File: src/rtl/clock_period_meter.sv
// clock_period_meter: measures period and high time of a slow monitored clock
// in clk_in cycles, with a sticky timeout when the monitored clock stops.
module clock_period_meter #(
  parameter int unsigned      WIDTH   = 28,
  parameter logic [WIDTH-1:0] TIMEOUT = WIDTH'(4_000_000)
) (
  input  logic             clk_in,
  input  logic             reset,
  input  logic             sig_in,
  output logic             sig_level,
  output logic [WIDTH-1:0] period,
  output logic [WIDTH-1:0] high_time,
  output logic             valid,
  output logic             timeout
);

  typedef enum logic {
    WAIT_FIRST,
    MEASURE
  } state_t;

  state_t           state, state_nxt;
  logic             s1, s2, s3;
  logic             rise, fall;
  logic [WIDTH-1:0] cnt, cnt_nxt;
  logic [WIDTH-1:0] hi_lat, hi_lat_nxt;
  logic [WIDTH-1:0] period_nxt, high_time_nxt;
  logic             valid_nxt, timeout_nxt;

  // Two-flop synchronizer plus one extra stage for edge detection.
  always_ff @(posedge clk_in) begin
    if (reset) begin
      s1 <= 1'b0;
      s2 <= 1'b0;
      s3 <= 1'b0;
    end else begin
      s1 <= sig_in;
      s2 <= s1;
      s3 <= s2;
    end
  end

  assign sig_level = s2;
  assign rise      = s2 & ~s3;
  assign fall      = ~s2 & s3;

  // State and measurement registers.
  always_ff @(posedge clk_in) begin
    if (reset) begin
      state     <= WAIT_FIRST;
      cnt       <= '0;
      hi_lat    <= '0;
      period    <= '0;
      high_time <= '0;
      valid     <= 1'b0;
      timeout   <= 1'b0;
    end else begin
      state     <= state_nxt;
      cnt       <= cnt_nxt;
      hi_lat    <= hi_lat_nxt;
      period    <= period_nxt;
      high_time <= high_time_nxt;
      valid     <= valid_nxt;
      timeout   <= timeout_nxt;
    end
  end

  // Next-state and measurement update; a rise always takes priority over timeout.
  always_comb begin
    state_nxt     = state;
    cnt_nxt       = cnt;
    hi_lat_nxt    = hi_lat;
    period_nxt    = period;
    high_time_nxt = high_time;
    valid_nxt     = 1'b0;
    timeout_nxt   = timeout;

    unique case (state)
      WAIT_FIRST: begin
        if (rise) begin
          cnt_nxt   = WIDTH'(1);
          state_nxt = MEASURE;
        end else if (cnt == TIMEOUT) begin
          timeout_nxt = 1'b1;
        end else begin
          cnt_nxt = cnt + WIDTH'(1);
        end
      end

      MEASURE: begin
        if (rise) begin
          period_nxt    = cnt;
          high_time_nxt = hi_lat;
          valid_nxt     = 1'b1;
          timeout_nxt   = 1'b0;
          cnt_nxt       = WIDTH'(1);
        end else begin
          if (fall) begin
            hi_lat_nxt = cnt;
          end
          if (cnt == TIMEOUT) begin
            timeout_nxt = 1'b1;
            cnt_nxt     = '0;
            state_nxt   = WAIT_FIRST;
          end else begin
            cnt_nxt = cnt + WIDTH'(1);
          end
        end
      end

      default: state_nxt = WAIT_FIRST;
    endcase
  end

endmodule

File: config.mk
export PLATFORM = sky130hd
export DESIGN_NAME = clock_period_meter
export DESIGN_NICKNAME = d
export VERILOG_FILES = /design/src/rtl/clock_period_meter.sv
export SDC_FILE = /design/constraint.sdc
export NUM_CORES = 1
export LEC_CHECK = 0
export ABC_AREA = 1
export BUFFER_PORTS_ARGS = -buffer_cell sky130_fd_sc_hd__buf_2
export CORE_MARGIN = 3
export CORE_UTILIZATION = 50
export DETAILED_ROUTE_END_ITERATION = 8
export PLACE_DENSITY = 0.78
export SLEW_MARGIN = 30
export SYNTH_ARGS = -nofsm -noshare
export SYNTH_HDL_FRONTEND = slang
export SYNTH_SLANG_ARGS = --single-unit
File: constraint.sdc
create_clock -name clk_in -period 1.75 [get_ports clk_in]
set_clock_uncertainty 0.15 [all_clocks]
set_input_delay 0.35 -clock clk_in [delete_from_list [all_inputs] [get_ports clk_in]]
set_output_delay 0.35 -clock clk_in [all_outputs]
set_load 0.02 [all_outputs]
==> impl_metrics.env <==
export IMPL_sw_frac_of_total=0.225
export IMPL_critical_path_class="reg -> reg"
export IMPL_r2r_setup_slack_ns=0.01
export IMPL_grt_start_max_net_pins=68
export IMPL_rr_startpoint="cnt[0]"
export IMPL_filler_cell_count=724
export IMPL_critical_path_cell_chain="inv_1 -> buf_4 -> nor2_4 -> nand2_2 -> nor2_4 -> nand2_2 -> nor2_2 -> nand2_1 -> nand2_1 -> nor3_2"
export IMPL_ys_dominant_reg_cell="sky130_fd_sc_hd__dfxtp_1"
export IMPL_yosys_warnings=0
export IMPL_post_drt_via_cell_ratio=5.48
export IMPL_synth_top_cell_area_share=0.488
export IMPL_setup_worst_path_start_class="register"
export IMPL_floorplan_initialDensity=0.519
export IMPL_synthesis_area_mm2=0.00484
export IMPL_run_status="completed"
export IMPL_finalWorstSetupSlack_ns=0.0138
export IMPL_critPathCaptureType="register"
export IMPL_clk_insertion_delay_late_ns=0.52
export IMPL_comb_power_share=0.029
export IMPL_stdcell_area_mm2=0.00623
export IMPL_clock_power_share=0.562
export IMPL_pre_cts_slack_ns=-0.228
export IMPL_crit_slowest_cell="sky130_fd_sc_hd__dfxtp_2"
export IMPL_cts_root_buf="sky130_fd_sc_hd__clkbuf_8"
export IMPL_cts_tree="yes"
export IMPL_synth_avg_cell_area_um2=7.77
export IMPL_placement_cell_area_mm2=0.00537
export IMPL_r2r_worst_path_cells=10
export IMPL_area_of_the_placeable_core_mm2=0.00933
export IMPL_gr_total_overflow=0
export IMPL_drt_iter0_markers=470
export IMPL_drive_above_1_share=0.297
export IMPL_grt_antenna_before_repair=0
export IMPL_postLayoutCoreUtil=0.668
export IMPL_antenna_cells_inserted=0
export IMPL_critical_path_top_delay_family="simple AND/OR/NAND/NOR gates"
export IMPL_drcViolationCount=0
export IMPL_vias=4665
export IMPL_net_switching_power_mw=1.49
export IMPL_worst_slew_pin_slew_ns=0.409
export IMPL_synthArstFlopShare=0
export IMPL_critPathCapture="cnt[27]"
export IMPL_final_hold_violation_count=0
export IMPL_rr_endpoint="cnt[27]"
export IMPL_fp_dieW_um=104
export IMPL_power_leakage_nw=2.62
export IMPL_grt_pass1_vias=4287
export IMPL_postRouteWirelength_um=13200
export IMPL_critical_path_max_stage_delay_ns=0.33
export IMPL_die_height_um=104
export IMPL_worst_endpoint_required_ns=2.00
export IMPL_port_buffers=61
export IMPL_relSlewSlack=0.727
export IMPL_arrival_time_worst_endpoint_ns=1.99
export IMPL_clockBufferDepth=2
export IMPL_num_rows=35
export IMPL_clkSlewWorstSetupHoldPaths_ns=0.06
export IMPL_track_usage=0.238
export IMPL_synth_distinct_cells=27
export IMPL_cts_max_level=4
export IMPL_routabilityCongestion=0.913
export IMPL_rsz0062_at_grt="true"
export IMPL_synth_edf_count=0
export IMPL_postSynthRegisterBits=118
export IMPL_drt_wirelength_per_cell_um=15.5
export IMPL_synth_top_cells_by_area="sky130_fd_sc_hd__dfxtp_1 (49%), sky130_fd_sc_hd__nand3_1 (7.8%), sky130_fd_sc_hd__nand2_1 (7.7%)"
export IMPL_top_level_ports=62
export IMPL_cts_buffers=17
export IMPL_finalNetCount=715
export IMPL_yosysTopAreaCell="sky130_fd_sc_hd__dfxtp_1"
export IMPL_power_density_mw_per_mm2=1060
export IMPL_grt_pass1_wl_um=21200
export IMPL_areaGrowthSynthToFinish_pct=28.7
export IMPL_drt_pass1_iterations=5
export IMPL_nets_in_the_synthesized_netlist=628
export IMPL_fin_setup_tns_ns=0
export IMPL_clock_sinks=118
export IMPL_drt_antenna_violating_nets=0
export IMPL_final_worst_hold_slack_ns=0.162
export IMPL_irDropWorstVdd_uv=586
export IMPL_drv_max_cap_violation_count=0
export IMPL_power_share_sequential=0.410
export IMPL_worstSetupStartpoint="cnt[0]"
export IMPL_setup_viol=0
export IMPL_timing_final_crit_period_ns=1.74
export IMPL_drv_slew=0
export IMPL_path_max_fanout=8
export IMPL_most_used_standard_cells_in_the_synthesized_netlist="sky130_fd_sc_hd__dfxtp_1 (118), sky130_fd_sc_hd__nand2_1 (99), sky130_fd_sc_hd__nand3_1 (75), sky130_fd_sc_hd__inv_1 (48), sky130_fd_sc_hd__nor2_1 (44)"
export IMPL_timing_final_crit_share=0.992
export IMPL_timing_critical_path_buf_inv=2
export IMPL_count_of_mapped_cells_out_of_synthesis=623
export IMPL_die_area_mm2=0.0109
export IMPL_p_int_mw=5.13
export IMPL_fmax_mhz=576
export IMPL_detailedPlacementHpwl_um=8380
export IMPL_worstSetupPathDepth=10
export IMPL_min_path_type="in -> reg"
export IMPL_yosysMostFrequentCell="sky130_fd_sc_hd__dfxtp_1"
export IMPL_synth_yosys_seq_area_share=0.488
-- routing by layer --
metal  track usage  routed length (um)
met5             0                   0
met4        0.0722                 298
met3        0.0503                 878
met2         0.394                6330
met1         0.311                5680
-- state kept, by name, indices dropped and copies added (netlist names), 28 cells and up --
register and flops:
cnt 28, hi_lat 28, high_time 28, period 28
-- through the flow --
step / std cells / power, mW
after floorplan: 623 / 2.87
after global placement: 809 / 2.92
after detailed placement: 809 / 2.93
after CTS: 846 / 6.62
after global routing: 852 / 6.81
final: 852 / 6.62
-- tightest hold or removal path, stage by stage --
cell and delay [ns]:
sky130_fd_sc_hd__buf_2 0.14, sky130_fd_sc_hd__buf_4 0.20, sky130_fd_sc_hd__nor2_1 0.10
-- power by group through the flow --
| stage | registers (mW) | clock network (mW) | logic, mW |
|---|---|---|---|
| global route | 2.71 | 3.89 | 0.207 |
| finish | 2.71 | 3.72 | 0.189 |
| CTS | 2.71 | 3.74 | 0.167 |
| global placement | 2.77 | 0 | 0.152 |
| floorplan | 2.77 | 0 | 0.101 |
| detailed placement | 2.77 | 0 | 0.155 |
-- cell type report --
cell class / count / area [um^2] / area share
sequential: 118 / 2380 / 0.382
multi-input combinational: 414 / 2190 / 0.352
timing repair buffer: 99 / 638 / 0.102
clock buffer: 17 / 414 / 0.0665
inverter: 60 / 230 / 0.0369
clock inverter: 15 / 216 / 0.0347
tap: 129 / 161 / 0.0259
-- worst min path at each step --
stage           from        end  slack (ns)  cells past startpoint
6_report       reset     cnt[9]        0.16                      3
5_1_grt        reset     cnt[9]        0.15                      3
4_1_cts        reset     cnt[9]        0.14                      3
3_5_place_dp      s1  sig_level        0.25                      2
3_3_place_gp      s1  sig_level        0.24                      2
2_1_floorplan     s1  sig_level        0.24                      2
-- cell usage in the layout (no fill, tap or decap), types with 31 or more instances in the layout --
cell type / synthesis / layout
sky130_fd_sc_hd__a21oi_1: 42 / 41
sky130_fd_sc_hd__inv_1: 48 / 47
sky130_fd_sc_hd__o21ai_1: 32 / 31
sky130_fd_sc_hd__nand2_1: 99 / 94
sky130_fd_sc_hd__nand3_1: 75 / 75
sky130_fd_sc_hd__nor2_1: 44 / 40
sky130_fd_sc_hd__buf_4: 2 / 32
sky130_fd_sc_hd__o21ai_0: 43 / 43
sky130_fd_sc_hd__dfxtp_1: 118 / 107
sky130_fd_sc_hd__buf_2: 13 / 61
-- cell families after synthesis --
logic type | after synthesis | synth area share
AO/OA/AOI/OAI | 122 | 0.129
flip-flops | 118 | 0.488
adder cells (fa/ha/maj) | 2 | 0.00517
AND/OR/NAND/NOR | 287 | 0.294
XOR/XNOR | 2 | 0.00362
buffers and inverters | 92 | 0.0793
-- timing repair --
| item | 4_1_cts | 5_1_grt |
|---|---|---|
| endpoints found under the hold margin | 1 | 0 |
| pin swaps | 1 | 11 |
| hold buffers | 1 | 0 |
| cloned | 1 | 0 |
| endpoints found under the setup margin | 23 | 75 |
| resized for setup | 3 | 37 |
| buffers inserted | 3 | 6 |
(Power assumes the default switching activity.)
